`src/rtl/string_pkg.sv`:
```
// rtl/string_pkg.sv - shared types and default sizes for the parameterised string matcher.
package string_pkg;

  typedef enum logic [1:0] {
    ST_IDLE = 2'd0,
    ST_FILL = 2'd1,
    ST_SCAN = 2'd2
  } state_e;

  localparam int DEF_SYM_W   = 2;
  localparam int DEF_MAX_LEN = 8;
  localparam int DEF_CNT_W   = 16;

endpackage

```
`src/rtl/pattern_window_cmp.sv`:
```
// rtl/pattern_window_cmp.sv - compares the newest len window symbols against pattern[0..len-1].
// window slot 0 is the newest symbol; pattern slot 0 is the oldest symbol of a match.
module pattern_window_cmp #(
  parameter int SYM_W   = 2,
  parameter int MAX_LEN = 8,
  parameter int LEN_W   = 4
) (
  input  logic [MAX_LEN*SYM_W-1:0] window,
  input  logic [MAX_LEN*SYM_W-1:0] pattern,
  input  logic [LEN_W-1:0]         len,
  output logic                     hit
);

  // window slot i lines up with pattern slot j when i + j + 1 == len
  always_comb begin
    hit = (len != '0);
    for (int i = 0; i < MAX_LEN; i++) begin
      for (int j = 0; j < MAX_LEN; j++) begin
        if ((i + j + 1 == int'(len)) &&
            (window[i*SYM_W +: SYM_W] != pattern[j*SYM_W +: SYM_W])) begin
          hit = 1'b0;
        end
      end
    end
  end

endmodule

```
`src/rtl/string_matcher_param.sv`:
```
// rtl/string_matcher_param.sv - streaming pattern matcher with programmable pattern,
// length and overlap mode; one-cycle match pulse and saturating match counter.
module string_matcher_param
  import string_pkg::*;
#(
  parameter  int SYM_W   = DEF_SYM_W,
  parameter  int MAX_LEN = DEF_MAX_LEN,
  parameter  int CNT_W   = DEF_CNT_W,
  localparam int IDX_W   = $clog2(MAX_LEN),
  localparam int LEN_W   = IDX_W + 1
) (
  input  logic             clk,
  input  logic             reset,
  input  logic             start,
  input  logic             sym_valid,
  input  logic [SYM_W-1:0] sym,
  input  logic             cfg_we,
  input  logic [IDX_W-1:0] cfg_idx,
  input  logic [SYM_W-1:0] cfg_sym,
  input  logic [LEN_W-1:0] cfg_len,
  input  logic             overlap,
  output logic             y_val,
  output logic [CNT_W-1:0] match_cnt,
  output logic             busy,
  output logic             cfg_err
);

  localparam int WIN_W = MAX_LEN * SYM_W;

  logic [1:0]       rst_sync_q, rst_sync_d;
  logic             rst_n;
  state_e           state_q, state_d;
  logic             start_q;
  logic [LEN_W-1:0] len_q, len_d;
  logic [LEN_W-1:0] fill_q, fill_d;
  logic [WIN_W-1:0] win_q, win_d;
  logic [WIN_W-1:0] pat_q, pat_d;
  logic             y_val_q, y_val_d;
  logic [CNT_W-1:0] cnt_q, cnt_d;
  logic             err_q, err_d;

  logic [WIN_W-1:0] win_shift;
  logic [LEN_W-1:0] fill_inc;
  logic             hit, idx_bad, len_ok, start_rise, step, cmp_en;

  // reset asserts immediately but releases only after two clock edges
  always_comb rst_sync_d = {rst_sync_q[0], 1'b1};

  always_ff @(posedge clk or negedge reset) begin
    if (!reset) rst_sync_q <= '0;
    else        rst_sync_q <= rst_sync_d;
  end

  assign rst_n = rst_sync_q[1];

  generate
    if ((1 << IDX_W) > MAX_LEN) begin : g_idx_chk
      assign idx_bad = (cfg_idx >= IDX_W'(MAX_LEN));
    end else begin : g_idx_full
      assign idx_bad = 1'b0;
    end
  endgenerate

  assign len_ok     = (cfg_len != '0) && (cfg_len <= LEN_W'(MAX_LEN));
  assign start_rise = start && !start_q && (state_q == ST_IDLE);
  assign win_shift  = {win_q[WIN_W-SYM_W-1:0], sym};
  assign fill_inc   = fill_q + LEN_W'(1);
  assign step       = busy && start && sym_valid;
  assign cmp_en     = step && ((state_q == ST_SCAN) || (fill_inc == len_q));

  pattern_window_cmp #(
    .SYM_W   (SYM_W),
    .MAX_LEN (MAX_LEN),
    .LEN_W   (LEN_W)
  ) u_cmp (
    .window  (win_shift),
    .pattern (pat_q),
    .len     (len_q),
    .hit     (hit)
  );

  always_ff @(posedge clk or negedge rst_n) begin
    if (!rst_n) state_q <= ST_IDLE;
    else        state_q <= state_d;
  end

  always_comb begin
    state_d = state_q;
    unique case (state_q)
      ST_IDLE: if (start_rise && len_ok) state_d = ST_FILL;
      default: begin
        if (!start)      state_d = ST_IDLE;
        else if (cmp_en) state_d = (hit && !overlap) ? ST_FILL : ST_SCAN;
      end
    endcase
  end

  always_comb begin
    busy      = (state_q != ST_IDLE);
    y_val     = y_val_q;
    match_cnt = cnt_q;
    cfg_err   = err_q;
  end

  always_comb begin
    win_d   = win_q;
    fill_d  = fill_q;
    len_d   = len_q;
    pat_d   = pat_q;
    y_val_d = 1'b0;
    cnt_d   = cnt_q;
    err_d   = err_q;

    if (start_rise) begin
      len_d = cfg_len;
      if (!len_ok) err_d = 1'b1;
    end

    if (busy && !start) begin
      win_d  = '0;
      fill_d = '0;
    end else if (step) begin
      win_d   = win_shift;
      y_val_d = cmp_en && hit;
      if (!cmp_en)                fill_d = fill_inc;
      else if (hit && !overlap)   fill_d = '0;
      else                        fill_d = len_q;
    end

    if (start_rise)                             cnt_d = '0;
    else if (y_val_d && (cnt_q != {CNT_W{1'b1}})) cnt_d = cnt_q + CNT_W'(1);

    if (cfg_we) begin
      if (busy || idx_bad) err_d = 1'b1;
      else                 pat_d[int'(cfg_idx)*SYM_W +: SYM_W] = cfg_sym;
    end
  end

  always_ff @(posedge clk or negedge rst_n) begin
    if (!rst_n) begin
      start_q <= 1'b0;
      len_q   <= LEN_W'(1);
      fill_q  <= '0;
      win_q   <= '0;
      pat_q   <= '0;
      y_val_q <= 1'b0;
      cnt_q   <= '0;
      err_q   <= 1'b0;
    end else begin
      start_q <= start;
      len_q   <= len_d;
      fill_q  <= fill_d;
      win_q   <= win_d;
      pat_q   <= pat_d;
      y_val_q <= y_val_d;
      cnt_q   <= cnt_d;
      err_q   <= err_d;
    end
  end

endmodule

```
`config.mk`:
```
export PLATFORM = sky130hd
export DESIGN_NAME = string_matcher_param
export DESIGN_NICKNAME = d
export VERILOG_FILES = /design/src/rtl/string_pkg.sv /design/src/rtl/pattern_window_cmp.sv /design/src/rtl/string_matcher_param.sv
export SDC_FILE = /design/constraint.sdc
export NUM_CORES = 1
export LEC_CHECK = 0
export ABC_AREA = 1
export CORE_MARGIN = 2
export CORE_UTILIZATION = 43
export CTS_BUF_LIST = sky130_fd_sc_hd__clkbuf_4 sky130_fd_sc_hd__clkbuf_8 sky130_fd_sc_hd__clkbuf_16
export DETAILED_ROUTE_END_ITERATION = 8
export PLACE_DENSITY = 0.64
export SLEW_MARGIN = 20
export SYNTH_ARGS = -nofsm -noshare
export SYNTH_HDL_FRONTEND = slang
export SYNTH_HIERARCHICAL = 1
export SYNTH_SLANG_ARGS = --single-unit
```
`constraint.sdc`:
```
create_clock -name clk -period 2.9 [get_ports clk]
set_input_delay 0.58 -clock clk [delete_from_list [all_inputs] [get_ports clk]]
set_output_delay 0.58 -clock clk [all_outputs]
set_load 0.01 [all_outputs]
```
==> flow_summary_export.csv, run 1 <==
group,metric,value,unit
placed_design,port_buffers,35,
worst_setup_path,critPathMostFrequentCell,"nand2_1",
sta,max_freq,380,MHz
power,peakVddDrop,0.357,mV
power,p_leak,3.32,nW
worst_setup_path,start_kind,"register",
floorplanning,core-area,0.0132,mm2
worst_setup_path,r2r_setup_slack,0.27,ns
detailed_routing,first_pass_iters,6,
flow_run,cap_violations,0,
detailed_routing,drt-initial-drc-count,498,
power,clockPowerShare,19.6,%
clock_tree,cts_root_buffer,"clkbuf_16",
worst_setup_path,path_max_fanout,9,
clock_tree,path_clk_slew,0.05,ns
logic_synthesis,synthesis.nets,940,
logic_synthesis,yosysSeqAreaShare,26.4,%
detailed_routing,vias,5684,
floorplanning,die_h,120,um
layout,instances_no_fill,1120,
placed_design,dp_hpwl,12400,um
placed_design,post-place-cells,1105,
grt,antenna_found_initial,0,
grt,grt-ovfl-total,0,
sta,hold_viol,0,
worst_setup_path,crit_family,"simple AND/OR/NAND/NOR gates",
power,totalPowerFinal,0.00552,W
logic_synthesis,syn_inst,919,
detailed_routing,drc_errors,0,
clock_tree,cts.sinks,61,
worst_setup_path,slowest_stage,"dfrtp_1",
power,p_seq_share,29.9,%
clock_tree,cts_made_buffers,9,
worst_setup_path,cp_cell_sequence,"inv_4 > nand2_1 > nand2_1 > nor2_1 > nand3_1 > nand2_1 > nand2_1 > nor2_1 > nand3_1 > nor2_2 > inv_1 > or2_2 > o21ai_0 > nand2_1 > o21ai_0",
grt,gr-usage-all-layers,24.6,%
power,power.internal,0.00284,W
worst_setup_path,path_buf_inv,2,
clock_tree,htreeDepth,3,
power,swShare,48.4,%
logic_synthesis,yosys.cell_types.count,45,
floorplanning,pin_count,36,
sta,fin_worst_hold_slack,0.347,ns
outcome,status,"finished clean",
sta,slew_headroom,49.2,%
clock_tree,insertion_delay,0.33,ns
layout,drive_gt1_share,11.4,%
logic_synthesis,synth_area,0.00578,mm2
sta,fin_crit_sh,90.7,%
detailed_routing,antenna_left,0,
worst_setup_path,slowest_delay,0.71,ns
layout,fillCellCount,1403,
floorplanning,die_w,120,um
layout,layout_common_cells,"nand2_1 (432), nor2_1 (84), dfrtp_1 (59)",
layout,syn_to_final_growth,9.85,%
sta,slew_violations,0,
worst_setup_path,critical_path_class,"reg2reg",
placed_design,post-place-ws,-0.0798,ns
sta,setup_ws,0.271,ns
layout,layout_commonest_cell,"nand2_1",
floorplanning,initial_core_util,43.8,%
grt,grt_pass1_wl,27800,um
logic_synthesis,async_flop_share,100,%
clock_tree,cts_hold_buf,0,
power,p_sw,0.00267,W
floorplanning,die_area,0.0144,mm2
sta,setup_viol,0,
sta,fin_skew,0.00725,ns
sta,min_period,2.63,ns
layout,final_nets,961,
sta,worstMarginPinSlew,0.762,ns
power,combPwrFrac,50.5,%
sta,final.setup.tns,0,ns
power,powerDensity,869,mW/mm2
hold_path,hp-class,"reg2reg",
logic_synthesis,synth_edf_count,0,
detailed_routing,wire_per_inst,15.0,um
logic_synthesis,avgSynthCellArea,6.29,um2
clock_tree,cts_tree,"yes",
worst_setup_path,critPathRequiredTime,3.16,ns
logic_synthesis,synth_flop_cell,"dfrtp_1",
grt,grt_pass1_vias,5284,
logic_synthesis,synth_seq_cells,61,
layout,diodes,0,
worst_setup_path,end_kind,"register",
clock_tree,cts_resized,0,
floorplanning,rows,42,
sta,rsz0062_at_grt,"no",
clock_tree,clock_path_buffers,2,
detailed_routing,via_per_inst,5.08,
grt,grt_max_degree,60,
worst_setup_path,arrival,2.88,ns
placed_design,gp_congestion,0.983,
clock_tree,postCtsSetupRepairBufs,0,
detailed_routing,drt-total-wl,16800,um
logic_synthesis,ys_warn_count,6,
==> worst paths after layout <==
check | start | endpoint | cells past startpoint
max | pat_q[5] | state_q[0] | 15
min | rst_sync_q[0] | rst_sync_q[1] | 0
max reg2reg | pat_q[5] | state_q[0] | 15
min reg2reg | rst_sync_q[0] | rst_sync_q[1] | 0
max in group asynchronous | rst_sync_q[1] | win_q[10] | 1
min in group asynchronous | rst_sync_q[1] | pat_q[1] | 1
==> worst register-to-register path, cell delays in order (launching register included) <==
cell	delay (ns)
dfrtp_1	0.71
inv_4	0.16
nand2_1	0.10
nand2_1	0.10
nor2_1	0.13
nand3_1	0.10
nand2_1	0.07
nand2_1	0.07
nor2_1	0.14
nand3_1	0.10
nor2_2	0.20
inv_1	0.07
or2_2	0.33
o21ai_0	0.16
nand2_1	0.07
o21ai_0	0.06
==> power by group through the flow <==
stage | Combinational [W] | Sequential (W) | Clock (W)
final | 0.00279 | 0.00165 | 0.00108
after global placement | 0.00268 | 0.00166 | 0
after CTS | 0.00273 | 0.00164 | 0.00110
after floorplan | 0.00235 | 0.00133 | 0
after detailed placement | 0.00271 | 0.00165 | 0
after global routing | 0.00316 | 0.00170 | 0.00114
==> cell usage after synthesis, types with 2 or more instances <==
cell type / number / area [um2]
a21oi_1: 4 / 20.0
buf_4: 4 / 30.0
buf_6: 31 / 349
clkinv_1: 2 / 7.51
clkinv_2: 2 / 10.0
dfrtp_1: 60 / 1500
ha_1: 4 / 50.1
inv_1: 45 / 169
inv_2: 25 / 93.8
inv_4: 8 / 50.1
mux2_2: 4 / 45.0
nand2_1: 432 / 1620
nand2_2: 21 / 131
nand2_4: 2 / 22.5
nand3_1: 45 / 225
nand3_2: 3 / 30.0
nand4_1: 12 / 75.1
nand4_4: 2 / 42.5
nor2_1: 85 / 319
nor2_4: 2 / 22.5
nor3_1: 7 / 35.0
nor4_1: 4 / 25.0
o211ai_1: 2 / 15.0
o21a_1: 2 / 15.0
o21ai_0: 27 / 135
o22ai_1: 10 / 62.6
o31ai_1: 2 / 15.0
xnor2_1: 33 / 289
xor2_1: 23 / 201
==> cell families (layout without fill, tap and decap cells) <==
kind of cell | Yosys count | count (layout) | synth area share (%)
AO/OA/AOI/OAI | 49 | 49 | 4.85
XOR/XNOR | 56 | 56 | 8.48
adder cells (fa/ha/maj) | 4 | 4 | 0.866
buffers and inverters | 124 | 149 | 13.4
flip-flops | 61 | 61 | 26.4
multiplexers | 4 | 4 | 0.779
other | 1 | 1 | 0.0649
AND/OR/NAND/NOR | 620 | 620 | 45.1
==> state kept, by name, indices dropped and copies added (netlist names) <==
signal / flops
match_cnt: 16
win_q: 14
y_val: 1
pat_q: 16
len_q: 4
state_q: 2
start_q: 1
cfg_err: 1
fill_q: 4
rst_sync_q: 2
==> metal layers <==
layer	up-vias	track usage, %	wire length (um)
li1	2875	-	-
met1	2560	35.2	7710
met2	214	36.0	7330
met3	35	4.90	1310
met4	0	10.4	480
met5	-	0	0
==> final cells by class <==
| cell class | count | area, um2 | share of cell area [%] |
|---|---|---|---|
| clock buffers | 11 | 253 | 3.98 |
| multi-input cells | 734 | 3480 | 54.8 |
| inverters | 83 | 339 | 5.34 |
| repair buffers | 51 | 483 | 7.61 |
| well taps | 176 | 220 | 3.47 |
| clock inverters | 4 | 47.5 | 0.749 |
| flip-flops and latches | 61 | 1530 | 24.1 |
==> stage by stage <==
stage	area, um2	utilization [%]
2_1_floorplan	5780	-
3_3_place_gp	6050	45.8
6_report	6350	48.1
3_5_place_dp	6050	45.8
4_1_cts	6350	48.1
5_1_grt	6350	48.1
No activity file was read; power rests on OpenSTA's default activity.
==> run 2, diff against run 1 <==
Settings changed: DONT_BUFFER_PORTS set to 1, PLACE_DENSITY 0.64 to 0.61.
==> run 2 against run 1 <==
Total power decreased by 1.9%. Cell area decreased by 5.8%. Critical path type unchanged. First-iteration DRC count is 16% lower. Largest cell class unchanged. Via count down 2.1%. Clock power is 6% higher. Critical path depth did not move.
==> flow_summary_export.csv, run 2 (synthesis gave the netlist of run 1 again) <==
group,metric,value,unit
grt,gr-usage-all-layers,24.9,%
sta,setup_viol,0,
worst_setup_path,slowest_stage,"dfrtp_1",
sta,slew_headroom,36.0,%
grt,grt_pass1_wl,28200,um
clock_tree,cts_made_buffers,9,
clock_tree,cts_tree,"yes",
clock_tree,path_clk_slew,0.06,ns
worst_setup_path,critPathMostFrequentCell,"nand2_1",
floorplanning,die_w,120,um
floorplanning,initial_core_util,43.8,%
worst_setup_path,critPathRequiredTime,3.16,ns
layout,seqCellArea,0.00153,mm2
hold_path,hp-class,"in2reg",
clock_tree,clock_path_buffers,2,
placed_design,port_buffers,0,
grt,grt-ovfl-total,0,
worst_setup_path,critical_path_class,"reg2reg",
placed_design,post-place-ws,0.308,ns
layout,instances_no_fill,1083,
detailed_routing,antenna_left,0,
power,peakVddDrop,0.370,mV
sta,max_freq,384,MHz
clock_tree,cts_root_buffer,"clkbuf_16",
grt,grt_max_degree,45,
clock_tree,cts.sinks,61,
layout,final_nets,923,
sta,rsz0062_at_grt,"no",
layout,layout_commonest_cell,"nand2_1",
floorplanning,core-area,0.0132,mm2
detailed_routing,vias,5564,
layout,diodes,0,
placed_design,gp_congestion,0.969,
worst_setup_path,end_kind,"register",
detailed_routing,drc_errors,0,
layout,syn_to_final_growth,3.53,%
floorplanning,die_h,120,um
sta,fin_worst_hold_slack,0.266,ns
sta,final.setup.tns,0,ns
floorplanning,pin_count,36,
placed_design,post-place-cells,1066,
flow_run,cap_violations,0,
layout,stdcell_area,0.00598,mm2
power,p_leak,3.17,nW
layout,layout_common_cells,"nand2_1 (432), nor2_1 (85), dfrtp_1 (59)",
placed_design,placed_cell_area,0.00565,mm2
worst_setup_path,cp_cell_sequence,"inv_2 > nand2_1 > nand3_1 > nand2_1 > nand2_1 > nor2_1 > nand2_1 > nor2_1 > nand2_1 > nor2_1 > inv_1 > or2_2 > o21ai_0 > nand2_1 > o21ai_0",
worst_setup_path,slowest_delay,0.67,ns
floorplanning,die_area,0.0144,mm2
detailed_routing,first_pass_iters,5,
layout,multiInputGateArea,0.00348,mm2
detailed_routing,drt-initial-drc-count,419,
layout,drive_gt1_share,11.5,%
sta,fin_crit_sh,89.7,%
floorplanning,rows,42,
detailed_routing,via_per_inst,5.14,
clock_tree,insertion_delay,0.34,ns
sta,min_period,2.60,ns
sta,setup_ws,0.298,ns
clock_tree,cts_hold_buf,1,
clock_tree,postCtsSetupRepairBufs,0,
placed_design,dp_hpwl,12900,um
layout,fillCellCount,1400,
sta,fin_skew,0.0141,ns
worst_setup_path,arrival,2.86,ns
grt,grt_pass1_vias,5368,
detailed_routing,drt-total-wl,17000,um
detailed_routing,wire_per_inst,15.7,um
grt,antenna_found_initial,0,
worst_setup_path,path_buf_inv,2,
sta,worstMarginPinSlew,0.960,ns
worst_setup_path,start_kind,"register",
sta,slew_violations,0,
clock_tree,htreeDepth,3,
sta,hold_viol,0,
worst_setup_path,crit_family,"simple AND/OR/NAND/NOR gates",
worst_setup_path,path_max_fanout,9,
clock_tree,cts_resized,0,
outcome,status,"finished clean",
power,powerDensity,904,mW/mm2
-- run 2: per-layer routing --
layer  global-route usage (%)  wire, um  share of wire, %  up-vias
met5                        0         0                 0        -
met4                     10.1       518               3.0        0
met3                     4.75      1320               7.7       43
met2                     38.4      7530                44      215
met1                     34.1      7660                45     2495
li1                         -         -                 -     2811
-- run 2: per-stage QoR --
stage	power [W]	utilization, %
floorplan	0.00369	-
global placement	0.00424	42.9
detailed placement	0.00422	42.9
CTS	0.00538	45.4
global route	0.00585	45.4
finish	0.00541	45.4
-- run 2: layout make-up --
cell class	instances	share of cell area, %
clock buffer	10	3.89
timing repair buffer	13	1.67
clock inverter	6	1.46
tap	176	3.68
multi-input combinational	734	58.1
sequential	61	25.5
inverter	83	5.67
-- run 2: worst paths after layout --
path                                from            end  slack [ns]  depth (start not counted)
min reg2reg                rst_sync_q[0]  rst_sync_q[1]        0.35                          0
min in group asynchronous  rst_sync_q[1]       win_q[7]        0.42                          0
max in group asynchronous  rst_sync_q[1]       len_q[0]        1.71                          1
max reg2reg                     win_q[8]     state_q[0]        0.30                         15
max                             win_q[8]     state_q[0]        0.30                         15
min                                start        start_q        0.27                          0
-- run 2: worst register-to-register path: cells and delay by family (launching register included) --
kind	cells	cell delay [ns]
simple gates	11	1.39
flops	1	0.67
buf+inv	2	0.24
compound gates	2	0.23
-- run 2: power breakdown --
part | switching (W) | internal [W] | leakage (nW) | total, W
logic | 0.00163 | 0.000923 | 2.22 | 0.00256
clock network | 0.000381 | 0.000759 | 0.148 | 0.00114
registers | 0.000639 | 0.00107 | 0.809 | 0.00171
==> edit: new RTL, settings of run 2 <==
Change the package constant `DEF_MAX_LEN` from 8 to 4.
--- a/src/rtl/string_pkg.sv
+++ b/src/rtl/string_pkg.sv
@@ -9,5 +9,5 @@
 
   localparam int DEF_SYM_W   = 2;
-  localparam int DEF_MAX_LEN = 8;
+  localparam int DEF_MAX_LEN = 4;
   localparam int DEF_CNT_W   = 16;
 
Ports: changed (resized cfg_idx and cfg_len); port bits go from 36 to 34. No check against the original RTL was run, so the function may have changed too.
==> edit against run 2 <==
  * Via count shrank 51%
  * First-iteration DRC count shrank 60%
  * Final area shrank 47%
  * Global-route usage shrank 4.8 points
  * Synthesized area shrank 48%
  * Worst setup slack gained 0.52 ns
  * Power shrank 59%
  * Sequential cell count shrank 18
  * Die area shrank 47%
  * Count of clock-buffer cells in the layout shrank 5
  * Wire length shrank 58%
  * Utilization grew 1.5 points
  * Largest cell class unchanged
==> edit: results (changes against run 2) <==
| Metric | Value |
|---|---|
| Setup Slack @ Placement | 0.792 ns (+0.484 ns) |
| Root Buffer | clkbuf_8 |
| Synth Flop Type | dfrtp_1 |
| Tot GR Track Use | 20.1% (-4.8 points) |
| Cts hold-fix bufs | 1 (unchanged) |
| Antenna diodes | 0 (unchanged) |
| Net count, final | 475 (-49%) |
| Synth top area cells | dfrtp_1 (35%), nand2_1 (22%), inv_1 (6.1%) |
| Worst-path clk slew | 0.10 ns (+0.04 ns) |
| Synth Warn # | 6 (unchanged) |
| Post-synth top cells | nand2_1 (178), inv_1 (49), nor2_1 (47), dfrtp_1 (42), nand3_1 (32) |
| Max FO, Critical Path | 17 (+8) |
| Vias | 2,705 (-51%) |
| R2r startpoint | len_q[0] |
| Vias in the first global route | 2,521 (-53%) |
| Initial antenna violation count | 0 (unchanged) |
| Post-synth ARST share | 100% (unchanged) |
| Worst path top cell family by delay | simple AND/OR/NAND/NOR gates |
| R2R depth | 12 (-3) |
| Pin count of the biggest net entering global routing | 42 (-6.7%) |
| Register area share after synthesis | 35.9% (+9.5 points) |
| Clock Latency Late Sink | 0.31 ns (-0.03 ns) |
| Netlist cell types | 32 (-29%) |
| WL met3 | 215 microns (-84%) |
| Final wirelength | 7080 microns (-58%) |
| Syn_nets | 474 (-50%) |
| Worst vdd ir | 0.249 mV (-33%) |
| Max layer used | met4 |
| Layout cells sized above 1 | 6.61% (-4.9 points) |
| Final HPWL DP | 5300 microns (-59%) |
| Post_cts resized | 0 (unchanged) |
| Setup WS post-layout | 0.819 ns (+0.520 ns) |
| First-pass GRT wire length | 12,100 microns (-57%) |
| Post-Route Skew | 0.0185 ns (+0.00440 ns) |
| Post-CTS Setup Bufs | 0 (unchanged) |
| Cts bufs inserted | 5 (-4) |
| Worst path arrival time | 2.32 ns (-0.54 ns) |
| Drt pass-1 iters | 4 (-1) |
| Clock buffer depth | 2 (unchanged) |
| Status | finished, final reports clean |
| Largest stage delay, worst path | 0.58 ns (-0.09 ns) |
| CP endpoint | match_cnt[11] |
| Placer Congestion | 0.906 (-6.5%) |
| P_sw | 1040 uW (-61%) |
| Wire length on met1 | 3500 microns (-54%) |
| Crit-path slowest cell | dfstp_2 |
| Iter 0 DRT Violations | 169 (-60%) |
| Leak Pwr | 0.00162 uW (-49%) |
| Filler instances | 710 (-49%) |
| Worst-Margin Slew | 0.922 ns (-0.0380 ns) |
| WL met2 | 3330 microns (-56%) |
| I/O Buffers | 0 (unchanged) |
| Hold Crit Class | in -> reg |
| H-tree depth | 2 (-1) |
[edit: cell families after synthesis]
group	share of synthesized area, %
AO/OA/AOI/OAI	6.09
buffers and inverters	8.26
other	0.125
flip-flops	35.9
adder cells (fa/ha/maj)	2.92
XOR/XNOR	5.84
AND/OR/NAND/NOR	40.8
[edit: power by group through the flow]
stage | registers [uW] | clock network (uW) | logic (uW)
2_1_floorplan | 854 | 0 | 772
3_3_place_gp | 923 | 0 | 914
3_5_place_dp | 923 | 0 | 919
4_1_cts | 911 | 424 | 926
5_1_grt | 937 | 448 | 1070
6_report | 913 | 409 | 922
[edit: worst min path at each step]
stage	cells after the start	start	endpoint	slack, ns
floorplan	0	reset	rst_sync_q[0]	0.28
global placement	0	reset	rst_sync_q[0]	0.28
detailed placement	0	reset	rst_sync_q[0]	0.28
CTS	0	start	start_q	0.28
global route	0	start	start_q	0.27
finish	0	start	start_q	0.28
[edit: cell type report]
class	count	area (sq um)	share of cell area [%]
clock inverter	3	23.8	0.751
timing repair buffer	2	17.5	0.554
sequential	43	1080	34.1
inverter	54	203	6.41
multi-input combinational	347	1670	52.9
tap	80	100	3.16
clock buffer	5	68.8	2.17
[edit: per-stage QoR]
stage / instances / utilization [%] / area [sq um] / hold WS (ns) / power (uW)
5_1_grt: 534 / 46.8 / 3160 / 0.266 / 2460
4_1_cts: 534 / 46.8 / 3160 / 0.275 / 2260
3_3_place_gp: 525 / 45.3 / 3060 / 0.284 / 1840
3_5_place_dp: 525 / 45.3 / 3060 / 0.284 / 1840
2_1_floorplan: 452 / - / 3000 / 0.284 / 1630
6_report: 534 / 46.8 / 3160 / 0.283 / 2240
[edit: per-layer routing]
layer / track usage [%] / vias to the layer above
li1: - / 1411
met2: 31.5 / 36
met5: 0 / -
met1: 28.3 / 1256
met3: 3.70 / 2
met4: 5.87 / 0
